$ cat src/rtl/io_uart_tx_pkg.sv
// Shared FSM encoding and framing constants for the I/O UART transmitter.
// Encodings match the values the CPU-side debug tooling expects.
package io_uart_tx_pkg;

  typedef enum logic [1:0] {
    ST_IDLE  = 2'd0,
    ST_START = 2'd1,
    ST_DATA  = 2'd2,
    ST_STOP  = 2'd3
  } uart_state_t;

  localparam int UART_BYTES_PER_WORD = 8;
  localparam int UART_FRAME_BITS     = 10;

endpackage

$ cat src/rtl/io_uart_tx_sync_fifo.sv
// Show-ahead synchronous FIFO; a push while full is accepted only alongside a pop.
// Latency: one cycle from push to non-empty. Backpressure: none, caller sees full.
// Overflowing pushes are silently discarded; the caller flags them.
module sync_fifo #(
  parameter int WIDTH = 64,
  parameter int DEPTH = 4
) (
  input  logic                       clk,
  input  logic                       rst,
  input  logic                       push,
  input  logic                       pop,
  input  logic [WIDTH-1:0]           din,
  output logic [WIDTH-1:0]           dout,
  output logic                       full,
  output logic                       empty,
  output logic [$clog2(DEPTH):0]     count
);

  localparam int AW = $clog2(DEPTH);

  logic [WIDTH-1:0] mem [DEPTH];
  logic [AW-1:0]    wr_ptr;
  logic [AW-1:0]    rd_ptr;
  logic             do_push;
  logic             do_pop;

  assign full    = (count == (AW+1)'(DEPTH));
  assign empty   = (count == '0);
  assign do_pop  = pop && !empty;
  assign do_push = push && (!full || do_pop);
  assign dout    = mem[rd_ptr];

  always_ff @(posedge clk) begin
    if (do_push) mem[wr_ptr] <= din;
  end

  always_ff @(posedge clk) begin
    if (rst) begin
      wr_ptr <= '0;
      rd_ptr <= '0;
      count  <= '0;
    end else begin
      if (do_push) wr_ptr <= wr_ptr + 1'b1;
      if (do_pop)  rd_ptr <= rd_ptr + 1'b1;
      case ({do_push, do_pop})
        2'b10:   count <= count + 1'b1;
        2'b01:   count <= count - 1'b1;
        default: count <= count;
      endcase
    end
  end

endmodule

$ cat src/rtl/io_uart_tx.sv
// Buffers 64-bit CPU I/O writes and sends each as eight LSB-first 8N1 frames.
// Latency: start bit begins two edges after the write. Backpressure: none, drops set overflow.
// The CPU never stalls; words arriving while the FIFO is full are lost.
module io_uart_tx
  import io_uart_tx_pkg::*;
#(
  parameter int CLKS_PER_BIT = 16,
  parameter int FIFO_DEPTH   = 4
) (
  input  logic                          clk,
  input  logic                          rst,
  input  logic                          io_write,
  input  logic [63:0]                   io_data,
  output logic                          tx,
  output logic                          busy,
  output logic                          overflow,
  output logic [$clog2(FIFO_DEPTH):0]   level
);

  localparam int             BW        = (CLKS_PER_BIT > 2) ? $clog2(CLKS_PER_BIT) : 1;
  localparam logic [BW-1:0]  BAUD_LAST = BW'(CLKS_PER_BIT - 1);
  localparam logic [2:0]     BYTE_LAST = 3'(UART_BYTES_PER_WORD - 1);

  uart_state_t  state;
  logic [BW-1:0] baud_cnt;
  logic [2:0]   bit_idx;
  logic [2:0]   byte_idx;
  logic [63:0]  shreg;
  logic [63:0]  fifo_dout;
  logic         fifo_full;
  logic         fifo_empty;
  logic         baud_end;
  logic         pop;
  logic [7:0]   cur_byte;

  assign baud_end = (baud_cnt == BAUD_LAST);
  assign cur_byte = shreg[7:0];
  // A new word is taken either from idle or exactly at the last stop bit's end.
  assign pop = !fifo_empty &&
               ((state == ST_IDLE) ||
                (state == ST_STOP && baud_end && byte_idx == BYTE_LAST));

  sync_fifo #(
    .WIDTH (64),
    .DEPTH (FIFO_DEPTH)
  ) u_fifo (
    .clk   (clk),
    .rst   (rst),
    .push  (io_write),
    .pop   (pop),
    .din   (io_data),
    .dout  (fifo_dout),
    .full  (fifo_full),
    .empty (fifo_empty),
    .count (level)
  );

  always_ff @(posedge clk) begin
    if (rst) begin
      state    <= ST_IDLE;
      tx       <= 1'b1;
      busy     <= 1'b0;
      overflow <= 1'b0;
      baud_cnt <= '0;
      bit_idx  <= '0;
      byte_idx <= '0;
      shreg    <= '0;
    end else begin
      if (io_write && fifo_full && !pop) overflow <= 1'b1;

      case (state)
        ST_IDLE: begin
          baud_cnt <= '0;
          if (!fifo_empty) begin
            shreg    <= fifo_dout;
            byte_idx <= '0;
            tx       <= 1'b0;
            busy     <= 1'b1;
            state    <= ST_START;
          end else begin
            tx   <= 1'b1;
            busy <= io_write;
          end
        end

        ST_START: begin
          if (baud_end) begin
            baud_cnt <= '0;
            bit_idx  <= '0;
            tx       <= cur_byte[0];
            state    <= ST_DATA;
          end else begin
            baud_cnt <= baud_cnt + 1'b1;
          end
        end

        ST_DATA: begin
          if (baud_end) begin
            baud_cnt <= '0;
            if (bit_idx == 3'd7) begin
              tx    <= 1'b1;
              state <= ST_STOP;
            end else begin
              bit_idx <= bit_idx + 3'd1;
              tx      <= cur_byte[bit_idx + 3'd1];
            end
          end else begin
            baud_cnt <= baud_cnt + 1'b1;
          end
        end

        ST_STOP: begin
          if (baud_end) begin
            baud_cnt <= '0;
            if (byte_idx != BYTE_LAST) begin
              shreg    <= {8'h00, shreg[63:8]};
              byte_idx <= byte_idx + 3'd1;
              tx       <= 1'b0;
              state    <= ST_START;
            end else if (!fifo_empty) begin
              shreg    <= fifo_dout;
              byte_idx <= '0;
              tx       <= 1'b0;
              state    <= ST_START;
            end else begin
              tx    <= 1'b1;
              busy  <= io_write;
              state <= ST_IDLE;
            end
          end else begin
            baud_cnt <= baud_cnt + 1'b1;
          end
        end

        default: state <= ST_IDLE;
      endcase
    end
  end

endmodule

$ cat config.mk
export PLATFORM = sky130hd
export DESIGN_NAME = io_uart_tx
export DESIGN_NICKNAME = d
export VERILOG_FILES = /design/src/rtl/io_uart_tx_pkg.sv /design/src/rtl/io_uart_tx_sync_fifo.sv /design/src/rtl/io_uart_tx.sv
export SDC_FILE = /design/constraint.sdc
export NUM_CORES = 1
export LEC_CHECK = 0
export BUFFER_PORTS_ARGS = -buffer_cell sky130_fd_sc_hd__buf_2
export CAP_MARGIN = 5
export CORE_ASPECT_RATIO = 1.5
export CORE_MARGIN = 1.5
export CORE_UTILIZATION = 41
export DETAILED_ROUTE_END_ITERATION = 6
export GPL_ROUTABILITY_DRIVEN = 0
export PLACE_DENSITY_LB_ADDON = 0.05
export SLEW_MARGIN = 0
export SYNTH_ARGS = -nofsm -noshare
export SYNTH_HDL_FRONTEND = slang
export SYNTH_SLANG_ARGS = --single-unit
$ cat constraint.sdc
create_clock -name clk -period 7.66 [get_ports clk]
set_input_delay 0.766 -clock clk [delete_from_list [all_inputs] [get_ports clk]]
set_output_delay 0.766 -clock clk [all_outputs]
set_load 0.01 [all_outputs]
Word level (Yosys, flattened, before mapping):

Memories as Yosys holds them, arrays and structs flattened. A register that Yosys moved wholly into a read port is not among the register bits.
Cells that the tools add are included.

* bits in registers: 86
* bits in writable memories: 256
* bits of input ports: 67
* output and inout port bits: 6
* word-level logic and storage cells: 102
* memories kept: 1

Memories
* u_fifo.mem: depth 4, width 64, rd ports 1, clocked after Yosys merged registers in 1, write ports 1, RTL line io_uart_tx_sync_fifo.sv:21 `logic [WIDTH-1:0] mem [DEPTH];`

* $add $sub $neg: 7
* magnitude comparators: 1
* equal/unequal tests: 18
* multiplexer cells: 41
* reduce and logical (&&, ||, !) cells: 23

Operators with widths (number)
* 2-to-1 mux 64 bit: 3
* one-hot mux 64 bit (2 select lines): 1
* 2-to-1 mux 3 bit: 6
* one-hot mux 3 bit (2 select lines): 3
* != test 2 bit (second input constant): 8
* 2-to-1 mux 1 bit: 15
* 2-to-1 mux 2 bit: 7
* adder 3 x 1 -> 3 bit (second input constant): 3
* equality test 3 bit (second input constant): 3
* one-hot mux 2 bit (4 select lines): 1
* one-hot mux 4 bit (2 select lines): 1
* AND reduction 4 bit: 2
* logical AND 1 bit: 7
* equality test 2 bit (second input constant): 3
* nonzero test 2 bit: 3
* AND reduction 5 bit: 1
* adder 2 x 1 -> 2 bit (second input constant): 2
* adder 4 x 1 -> 4 bit (second input constant): 1
* equality test 2 x 1 -> 1 bit (second input constant): 2
* equality test 4 bit (second input constant): 1
* less-than comparator 3 x 4 -> 1 bit (second input constant): 1
* 2-to-1 mux 4 bit: 1
* one-hot mux 1 bit (4 select lines): 1
* binary-select mux 1 bit (select 3 bit): 1
* other kinds (10): 13

Depth between registers and ports, before layout:

Gate-level depths: netlist of the first run.

* word-level depth: 10
* depth in mapped cells: 11
* depth with buffers taken out: 10

Hierarchy:

A second synthesis of the first run with hierarchy kept.

* cells, all modules: 845
* area total of the unflattened synthesis: 13744.4 sq um

Modules (own cells, without submodules)
* sync_fifo: times used 1, cells each 388, area an instance 9795.6 sq um, seq. area each 7867.5 sq um
* io_uart_tx: times used 1, cells each 457, area an instance 3948.8 sq um, seq. area each 1581.5 sq um

Least setup slack after synthesis of the first run:

No wires, ideal clock.

* path kind: register to register
* from: register byte_idx[0]
* to: memory u_fifo.mem[0][0], enable pin
* library setup time: 0.429 ns
* arrival: 2.831 ns
* required time: 7.231 ns
* slack: 4.399 ns
* stages on the path, launching flop included: 7
* buffers on the path: 1
* clock period less this slack: 3.261 ns
* cell sequence: dfxtp_1 ha_1 ha_1 buf_2 inv_1 o21ai_0 and3_1

* longest elaborated chain between the ends: 9

Ends and longest elaborated chain
* start, declared: RTL line io_uart_tx.sv:27 `logic [2:0] byte_idx;`
* start signal, assigned: RTL line io_uart_tx.sv:117 `byte_idx <= byte_idx + 3'd1;`
* equality test 3 bit: RTL line io_uart_tx.sv:41 `(state == ST_STOP && baud_end && byte_idx == BYTE_LAST));`
* logical AND 1 bit: RTL line io_uart_tx.sv:41
* logical OR 1 bit: RTL line io_uart_tx.sv:40 `((state == ST_IDLE) ||`
* logical AND 1 bit: RTL line io_uart_tx.sv:39 `assign pop = !fifo_empty &&`
* logical AND 1 bit: RTL line io_uart_tx_sync_fifo.sv:29 `assign do_pop = pop && !empty;`
* logical OR 1 bit: RTL line io_uart_tx_sync_fifo.sv:30 `assign do_push = push && (!full || do_pop);`
* logical AND 1 bit: RTL line io_uart_tx_sync_fifo.sv:30
* 2-to-1 mux 1 bit: RTL line io_uart_tx_sync_fifo.sv:34 `if (do_push) mem[wr_ptr] <= din;`
* 2-to-1 mux 1 bit (not written as such): RTL line io_uart_tx_sync_fifo.sv:34
* end, declared: RTL line io_uart_tx_sync_fifo.sv:21

Every way passes these cells.

Worst setup path after layout of the first run:

* from: register byte_idx[0]
* to: memory u_fifo.mem[1][16], enable pin

The elaborated chain is that of the path after synthesis.

==> results of run 1 <==
-- cell usage in the layout (no fill, tap or decap), types with 3 or more instances in the layout --
cell	instances
a2111oi_0	14
a2111oi_2	40
a211oi_1	3
a21oi_1	13
a221oi_1	3
a32oi_1	8
and3_2	4
buf_2	71
buf_4	11
clkbuf_1	6
clkbuf_16	37
clkinv_1	5
clkinv_2	6
clkinv_4	3
clkinvlp_4	4
dfxtp_1	86
edfxtp_1	256
ha_1	14
inv_1	65
inv_6	3
mux2_2	3
mux2i_1	3
mux4_2	66
nand2_1	4
nand3_1	9
nor2_1	81
nor2b_1	5
nor3_1	58
o21ai_0	8
or3_1	3
-- state kept, by name, summed over array words and instances, names as in the netlist, named ones only --
signal	cells
u_fifo.mem	256
shreg	64
baud_cnt	4
bit_idx	3
byte_idx	3
u_fifo.count	3
state	2
u_fifo.rd_ptr	2
u_fifo.wr_ptr	2
busy	1
overflow	1
tx	1
-- cell families after synthesis --
group / count (synthesis)
xor gates and xnor gates: 3
muxes: 72
AOI/OAI and AO/OA: 108
DFF: 344
adders and majority gates: 15
buffers and inverters: 117
and+or+nand+nor: 175
-- worst reg2reg max path, cell delays in order, from the launching register on --
cell	delay, ns
dfxtp_1	0.36
ha_1	0.16
ha_1	0.39
inv_1	0.17
o21ai_0	0.54
and3_2	0.62
buf_4	0.68
-- area by class of cell --
type                       instances  area [um2]
sequential                       344        9450
timing repair buffer              82         438
multi-input combinational        373        3740
inverter                          65         244
clock inverter                    23         191
tap                              415         519
clock buffer                      43         948
fill                            2826       17200
-- metrics by stage --
stage / worst slack (ns) / cell area, um2 / utilization (%)
global placement: 4.35 / 14400 / 44.0
finish: 4.28 / 15500 / 47.5
detailed placement: 4.23 / 14400 / 44.0
CTS: 4.21 / 15500 / 47.5
global route: 4.02 / 15500 / 47.5
floorplan: 4.40 / 13700 / -
-- Yosys cell counts, types with 3 or more instances --
cell,count,area [um2]
nand3_1,9,45.0
buf_4,13,97.6
a2111oi_2,40,601
clkbuf_1,22,82.6
ha_1,14,175
nand2_1,4,15.0
a2111oi_0,14,123
buf_2,13,65.1
o21ai_0,8,40.0
mux2i_1,3,30.0
a32oi_1,8,70.1
mux2_2,3,33.8
mux4_2,66,1490
a211oi_1,3,22.5
edfxtp_1,256,7690
inv_1,65,244
a21oi_1,13,65.1
and3_1,5,31.3
nor2b_1,5,31.3
a221oi_1,3,26.3
nor2_1,81,304
nor3_1,58,290
dfxtp_1,88,1760
or3_1,3,18.8
-- path summary, 6_finish.rpt --
check,to,from,slack (ns),cells after the start
worst max-delay path,u_fifo.mem[1][16],byte_idx[0],4.28,6
worst min-delay path,u_fifo.mem[2][54],io_data[54],0.45,1
worst max register to register,u_fifo.mem[1][16],byte_idx[0],4.28,6
worst min register to register,baud_cnt[0],baud_cnt[0],0.45,1
-- power groups by stage --
stage / Sequential [uW] / Clock, uW / Combinational [uW]
2_1_floorplan: 2360 / 0 / 1370
3_3_place_gp: 2420 / 0 / 1640
3_5_place_dp: 2430 / 0 / 1680
4_1_cts: 2390 / 1730 / 1680
5_1_grt: 2420 / 1790 / 1790
6_report: 2390 / 1680 / 1640
-- per-layer routing --
layer  vias to the layer above  track usage [%]  part of all wire (%)
li1                       3401                -                     -
met1                      3742             21.5                    43
met2                       150             29.5                    51
met4                         4             6.08                   2.9
met5                         -                0                 0.093
met3                        59             2.98                   3.5
==> impl_metrics.env, run 1 <==
export IMPL_status="finished, final reports clean"
export IMPL_power_share_clock_pct=29.4
export IMPL_cts_buffers=36
export IMPL_htreeDepth=2
export IMPL_fin_cells=1345
export IMPL_path_clk_slew_ns=0.06
export IMPL_finalHoldViolCount=0
export IMPL_netlist_instances=834
export IMPL_arrival_ns=3.52
export IMPL_yosys_area_share_simple_pct=6.07
export IMPL_grt_pass1_wl_mm=45.1
export IMPL_max_clock_path_buffers=3
export IMPL_routed_wl_mm=28.9
export IMPL_initialDrtViolationCount=337
export IMPL_grtUsageTotal_pct=17.0
export IMPL_globalRoute_totalOverflow=0
export IMPL_ant_nets=0
export IMPL_setup_violations_final=0
export IMPL_slowest_stage="buf_4"
export IMPL_synth_edff_count=256
export IMPL_critPathRequiredTime_ns=7.80
export IMPL_period_needed_ns=3.38
export IMPL_finalSetupTns_ns=0
export IMPL_tightest_slew_ns=1.13
export IMPL_syn_to_final_growth_pct=13.4
export IMPL_holdWs_ns=0.448
export IMPL_crit_buf_inv=2
export IMPL_cts_tree="built"
export IMPL_synthAdderAreaFrac_pct=1.43
export IMPL_swShare_pct=31.5
export IMPL_cts_root_buffer="clkbuf_16"
export IMPL_powerDensity_nw_per_um2=367
export IMPL_combPwrFrac_pct=28.7
export IMPL_intPower_uw=3910
export IMPL_die_width_um=152
export IMPL_via_per_inst=5.47
export IMPL_hpwl_mm=17.1
export IMPL_synthFlopType="edfxtp_1"
export IMPL_muxShareOfSynthArea_pct=11.3
export IMPL_async_flop_share_pct=0
export IMPL_drc=0
export IMPL_seq_power_share_pct=41.9
export IMPL_synth_nets=916
export IMPL_crit_path_frequent_cell="ha_1"
export IMPL_firstDrtPassIters=4
export IMPL_avgRoutedWirePerCell_um=21.5
export IMPL_slew_violations=0
export IMPL_p_leak_uw=0.00520
export IMPL_syn_area_per_cell_um2=16.4
export IMPL_dpl_cell_count=1279
export IMPL_insertion_delay_ns=0.53
export IMPL_clock_fmax_mhz=296
export IMPL_core_area_um2=32700
export IMPL_worstSetupStartpointType="flop"
export IMPL_final_nets=984
export IMPL_grt_pass1_vias=7904
export IMPL_power_switching_uw=1800
export IMPL_path_class="reg -> reg"
export IMPL_cts_setup_buffers=0
export IMPL_numClockSinks=344
export IMPL_ioPinCount=73
export IMPL_yosysWarningCount=0
export IMPL_synth_top_family_by_area="multiplexers"
export IMPL_finalCritPeriodShare_pct=44.2
export IMPL_syn_area_um2=13700
export IMPL_maxCapViolCount=0
export IMPL_ys_seq_area_share_pct=69.0
export IMPL_crit_family="buffers and inverters"
export IMPL_holdCritPathClass="in -> reg"
export IMPL_dieArea_um2=34500
export IMPL_finalPower_uw=5710
export IMPL_via_count=7356
export IMPL_drive_above_1_share_pct=27.7
export IMPL_synth_xor_area_share_pct=0.192
export IMPL_initial_core_util_pct=41.8
export IMPL_crit_path_max_fanout=46
export IMPL_diodes=0
export IMPL_max_stage_delay_ns=0.67
export IMPL_end_kind="flop"
export IMPL_worstPathCellList="ha_1 -> ha_1 -> inv_1 -> o21ai_0 -> and3_2 -> buf_4"
export IMPL_synth_seq_cells=344
export IMPL_cts_hold_buf=0
export IMPL_port_buffers=72
export IMPL_skew_ns=0.0170
export IMPL_grt_max_degree=68
export IMPL_antenna_found_initial=2
export IMPL_rsz0062_at_grt="no"
export IMPL_die_h_um=227
export IMPL_cts_resized=0
export IMPL_synth_compound_area_share_pct=8.21
export IMPL_relSlewSlack_pct=24.5
export IMPL_rows=81
export IMPL_peakVddDrop_mv=0.258
export IMPL_ys_types=53
Power figures use the tool's default switching activity.
==> run 2: changes to the inputs <==
==> constraint.sdc (replaced) <==
create_clock -name clk -period 3.49 [get_ports clk]
set_input_delay 0.349 -clock clk [delete_from_list [all_inputs] [get_ports clk]]
set_output_delay 0.349 -clock clk [all_outputs]
set_load 0.01 [all_outputs]
==> run 2 against run 1 <==
  * Fmax grew 9.5%
  * Flip-flop and latch count is the same
  * First-iteration DRC count grew 20%
  * Total power grew 120%
  * Routed wire length shrank 1.4%
  * Cell area grew 0.54%
  * Clock-buffer cell count grew 1
  * Cell count is essentially flat
  * Register-to-register slack lost 3.9 ns
  * Clock skew grew 0.0014 ns
==> impl_metrics.env, run 2 (same netlist as run 1, synthesis figures left out) <==
export IMPL_firstDrtPassIters=5
export IMPL_insertion_delay_ns=0.52
export IMPL_rsz0062_at_grt="no"
export IMPL_path_clk_slew_ns=0.06
export IMPL_core_area_um2=32700
export IMPL_crit_start="byte_idx[0]"
export IMPL_dr_wl_met3_mm=1.20
export IMPL_reg2reg_depth=10
export IMPL_cts_resized=0
export IMPL_holdCritPathClass="in -> reg"
export IMPL_grtUsageTotal_pct=17.1
export IMPL_via_per_inst=5.46
export IMPL_syn_to_final_growth_pct=14.0
export IMPL_setup_violations_final=0
export IMPL_powerDensity_nw_per_um2=801
export IMPL_cts_hold_buf=0
export IMPL_cts_buffers=35
export IMPL_die_h_um=227
export IMPL_cts_setup_buffers=0
export IMPL_path_class="reg -> reg"
export IMPL_dieArea_um2=34500
export IMPL_arrival_ns=3.47
export IMPL_rows=81
export IMPL_maxCapViolCount=0
export IMPL_cts_tree="built"
export IMPL_grt_max_degree=69
export IMPL_initial_core_util_pct=41.8
export IMPL_initialDrtViolationCount=403
export IMPL_critPathRequiredTime_ns=3.87
export IMPL_hpwl_mm=16.8
export IMPL_final_nets=988
export IMPL_grt_pass1_vias=7929
export IMPL_tightest_slew_ns=0.860
export IMPL_largest_register="u_fifo.mem"
export IMPL_layout_common_cells="256 x edfxtp_1, 86 x dfxtp_1, 81 x nor2_1, 71 x buf_2, 66 x mux4_2"
export IMPL_hold_start="io_data[32]"
export IMPL_numClockSinks=344
export IMPL_p_leak_uw=0.00523
export IMPL_relSlewSlack_pct=42.7
export IMPL_port_buffers=72
export IMPL_grt_pass1_wl_mm=45.3
export IMPL_highest_layer="met5"
export IMPL_via_count=7343
export IMPL_skew_ns=0.0184
export IMPL_drc=0
export IMPL_ant_nets=0
export IMPL_clock_fmax_mhz=324
export IMPL_worstSetupStartpointType="flop"
export IMPL_cts_root_buffer="clkbuf_16"
export IMPL_diodes=0
export IMPL_cp_endpoint="u_fifo.count[2]"
export IMPL_finalPower_uw=12500
export IMPL_drive_above_1_share_pct=27.6
export IMPL_rr_endpoint="u_fifo.count[2]"
export IMPL_status="finished, final reports clean"
export IMPL_final_common_cell="edfxtp_1"
export IMPL_largestRegisters="u_fifo.mem: 256 flops, shreg: 64 flops, baud_cnt: 4 flops"
export IMPL_ioPinCount=73
export IMPL_finalCritPeriodShare_pct=88.5
export IMPL_antenna_found_initial=3
export IMPL_htreeDepth=2
export IMPL_largest_reg_flops=256
export IMPL_globalRoute_totalOverflow=0
export IMPL_routed_wl_mm=28.5
export IMPL_avgRoutedWirePerCell_um=21.2
export IMPL_period_needed_ns=3.09
export IMPL_slew_violations=0
export IMPL_finalSetupTns_ns=0
export IMPL_die_width_um=152
export IMPL_route_met2_wl_mm=13.8
export IMPL_r2r_start="byte_idx[0]"
export IMPL_end_kind="flop"
export IMPL_peakVddDrop_mv=0.771
export IMPL_m1WireLength_mm=12.6
export IMPL_finalHoldViolCount=0
export IMPL_max_clock_path_buffers=3
export IMPL_crit_path_max_fanout=10
export IMPL_r2r_slack_ns=0.40
## run 2: critical path, stage by stage, from the launching register on
cell and delay (ns):
dfxtp_1 0.36, ha_1 0.16, ha_1 0.39, inv_1 0.19, o21ai_0 0.50, nand3_1 0.17, fa_1 0.41, nor2b_1 0.18
o211ai_1 0.15, o31a_1 0.14, o311ai_0 0.31
## run 2: worst min-delay path by stage
stage	endpoint	slack, ns	cells past startpoint
after floorplan	baud_cnt[0]	0.42	1
final	u_fifo.mem[0][32]	0.04	1
after detailed placement	baud_cnt[0]	0.45	1
after CTS	u_fifo.mem[2][44]	0.02	1
after global routing	u_fifo.mem[3][40]	0.02	1
after global placement	baud_cnt[0]	0.43	1
## run 2: stage by stage
step	hold WS (ns)	worst slack, ns	cells	area [um2]	util (%)
3_5_place_dp	0.448	0.446	1284	14500	44.4
3_3_place_gp	0.428	0.695	1284	14500	44.4
5_1_grt	0.0235	0.254	1346	15600	47.7
4_1_cts	0.0157	0.442	1346	15600	47.7
6_report	0.0438	0.402	1346	15600	47.7
2_1_floorplan	0.418	0.229	834	13700	-
## run 2: area by class of cell
cell class / instances / area [um2]
multi-input cells: 373 / 3740
clock buffers: 44 / 972
well taps: 415 / 519
inverters: 65 / 244
clock inverters: 18 / 114
repair buffers: 87 / 576
flip-flops and latches: 344 / 9450
fillers: 2850 / 17100
## run 2: report_power, final
group	internal (uW)	leakage (uW)	total (uW)	switching (uW)
Combinational	1620	0.00162	3650	2030
Sequential	4930	0.00308	5310	382
Clock	2050	0.000531	3550	1500
Total	8600	0.00523	12500	3910
## run 2: per-layer routing
layer,track usage (%),up-vias
met4,6.48,6
met2,28.0,155
met5,0,-
met1,22.5,3720
met3,3.31,57
li1,-,3405
==> run 3: changes to the inputs <==
--- a/config.mk
+++ b/config.mk
@@ -12,7 +12,7 @@
 export CORE_UTILIZATION = 41
 export DETAILED_ROUTE_END_ITERATION = 6
 export GPL_ROUTABILITY_DRIVEN = 0
-export PLACE_DENSITY_LB_ADDON = 0.05
+export PLACE_DENSITY = 0.56
 export SLEW_MARGIN = 0
 export SYNTH_ARGS = -nofsm -noshare
 export SYNTH_HDL_FRONTEND = slang
==> constraint.sdc (replaced) <==
create_clock -name clk -period 3.49 [get_ports clk]
set_input_delay 0.349 -clock clk [delete_from_list [all_inputs] [get_ports clk]]
set_output_delay 0.349 -clock clk [all_outputs]
set_load 0.1 [all_outputs]
==> run 3 against run 2 <==
  * Clock power up 6.2%
  * Sequential share of layout area down 0.68 points
  * Register-to-register slack improved by 0.16 ns
==> impl_metrics.env, run 3 (same netlist as run 1, synthesis figures left out) <==
export IMPL_avgRoutedWirePerCell_um=20.3
export IMPL_period_needed_ns=2.93
export IMPL_crit_start="state[1]"
export IMPL_arrival_ns=3.33
export IMPL_rr_endpoint="u_fifo.count[2]"
export IMPL_power_switching_uw=4060
export IMPL_cts_root_buffer="clkbuf_16"
export IMPL_maxCapViolCount=0
export IMPL_diodes=0
export IMPL_final_nets=999
export IMPL_peakVddDrop_mv=0.478
export IMPL_slowest_stage="o21ai_0"
export IMPL_max_stage_delay_ns=0.58
export IMPL_die_h_um=227
export IMPL_grt_max_degree=65
export IMPL_crit_family="compound AO/OA/AOI/OAI gates"
export IMPL_rows=81
export IMPL_firstDrtPassIters=5
export IMPL_worstPathCellList="ha_1 -> nand4_1 -> o21ai_0 -> nand3_1 -> fa_1 -> nor2b_1 -> o211ai_1 -> o31a_1 -> o311ai_0"
export IMPL_port_buffers=72
export IMPL_crit_path_max_fanout=7
export IMPL_globalRoute_totalOverflow=0
export IMPL_tightest_slew_ns=0.761
export IMPL_cts_hold_buf=0
export IMPL_ant_nets=0
export IMPL_ioPinCount=73
export IMPL_grtUsageTotal_pct=16.4
export IMPL_slew_violations=0
export IMPL_power_share_clock_pct=28.9
export IMPL_max_clock_path_buffers=3
export IMPL_htreeDepth=2
export IMPL_initial_core_util_pct=41.8
export IMPL_dieArea_um2=34500
export IMPL_antenna_found_initial=0
export IMPL_reg2reg_depth=9
export IMPL_via_count=7258
export IMPL_crit_buf_inv=0
export IMPL_insertion_delay_ns=0.52
export IMPL_cts_tree="built"
export IMPL_finalSetupTns_ns=0
export IMPL_swShare_pct=31.1
export IMPL_critPathRequiredTime_ns=3.89
export IMPL_end_kind="flop"
export IMPL_routed_wl_mm=27.5
export IMPL_path_class="reg -> reg"
export IMPL_holdCritPathClass="in -> reg"
export IMPL_worstSetupStartpointType="flop"
export IMPL_syn_to_final_growth_pct=15.3
export IMPL_hpwl_mm=16.5
export IMPL_numClockSinks=344
export IMPL_grt_pass1_vias=7537
export IMPL_p_leak_uw=0.00533
export IMPL_cts_setup_buffers=0
export IMPL_powerDensity_nw_per_um2=827
export IMPL_finalHoldViolCount=0
export IMPL_cts_buffers=34
export IMPL_intPower_uw=9000
export IMPL_r2r_slack_ns=0.56
export IMPL_largest_reg_flops=256
export IMPL_grt_pass1_wl_mm=43.5
export IMPL_rsz0062_at_grt="no"
export IMPL_layout_common_cells="256 x edfxtp_1, 86 x dfxtp_1, 81 x nor2_1, 71 x buf_2, 66 x mux4_2"
export IMPL_core_area_um2=32700
export IMPL_largest_register="u_fifo.mem"
export IMPL_largestRegisters="u_fifo.mem: 256 flops, shreg: 64 flops, baud_cnt: 4 flops"
export IMPL_worstHoldPathCells=1
export IMPL_placed_cell_area_um2=14600
export IMPL_drive_above_1_share_pct=28.3
export IMPL_path_clk_slew_ns=0.06
export IMPL_initialDrtViolationCount=332
export IMPL_cts_resized=0
export IMPL_drc=0
export IMPL_final_common_cell="edfxtp_1"
export IMPL_seq_power_share_pct=40.5
export IMPL_skew_ns=0.0193
export IMPL_clock_fmax_mhz=342
export IMPL_die_width_um=152
export IMPL_status="finished, final reports clean"
export IMPL_r2r_start="state[1]"
export IMPL_finalCritPeriodShare_pct=83.8
export IMPL_via_per_inst=5.35
export IMPL_setup_violations_final=0
export IMPL_combPwrFrac_pct=30.7
export IMPL_holdPathEnd="u_fifo.mem[1][7]"
export IMPL_hold_start="io_data[7]"
export IMPL_final_area_um2=15800
export IMPL_relSlewSlack_pct=49.3
-- run 3: changes by cell type in the layout (fill, tap and decap cells not counted), sizes merged --
cell,delta
clkinv,-9
clkbuf,+7
buf,+12
clkinvlp,-2
bufinv,+3
-- run 3: power by group through the flow --
stage	clock network [uW]	logic [uW]	registers [uW]
3_3_place_gp	0	4050	5370
2_1_floorplan	0	3000	5360
4_1_cts	3870	4080	5300
3_5_place_dp	0	4060	5380
5_1_grt	4020	4370	5360
6_report	3770	4010	5290
-- run 3: worst max path at each step --
stage / to / slack [ns] / cells past startpoint
after CTS: u_fifo.count[2] / 0.61 / 9
after global routing: u_fifo.count[2] / 0.25 / 9
after global placement: u_fifo.count[2] / 0.75 / 9
after floorplan: u_fifo.count[2] / 0.62 / 9
after detailed placement: u_fifo.count[2] / 0.65 / 9
final: u_fifo.count[2] / 0.56 / 9
-- run 3: worst reg2reg max path, stage by stage, from the launching register on --
cell,delay (ns)
dfxtp_1,0.39
ha_1,0.28
nand4_1,0.27
o21ai_0,0.58
nand3_1,0.17
fa_1,0.41
nor2b_1,0.17
o211ai_1,0.14
o31a_1,0.12
o311ai_0,0.27
-- run 3: metrics by stage --
| stage | setup slack (ns) | util [%] | total power, uW | hold slack (ns) | instances |
|---|---|---|---|---|---|
| final | 0.564 | 48.3 | 13100 | 0.0431 | 1357 |
| after floorplan | 0.623 | - | 8360 | 0.418 | 834 |
| after detailed placement | 0.645 | 44.7 | 9450 | 0.437 | 1296 |
| after global placement | 0.748 | 44.7 | 9430 | 0.429 | 1296 |
| after CTS | 0.607 | 48.3 | 13200 | 0.0191 | 1357 |
| after global routing | 0.253 | 48.3 | 13800 | 0.0226 | 1357 |
-- run 3: area by class of cell --
cell class	instances	area, um2
fillers	2837	16900
multi-input cells	373	3740
inverters	65	244
repair buffers	99	691
well taps	415	519
clock inverters	10	146
flip-flops and latches	344	9450
clock buffers	51	1000
-- run 3: per-layer routing --
metal	share of wire [%]	GRT usage (%)	routed length, um
met3	4.0	2.62	1100
met1	43	21.3	11900
met4	2.1	5.51	587
met5	0	0	0
met2	50	28.1	13900
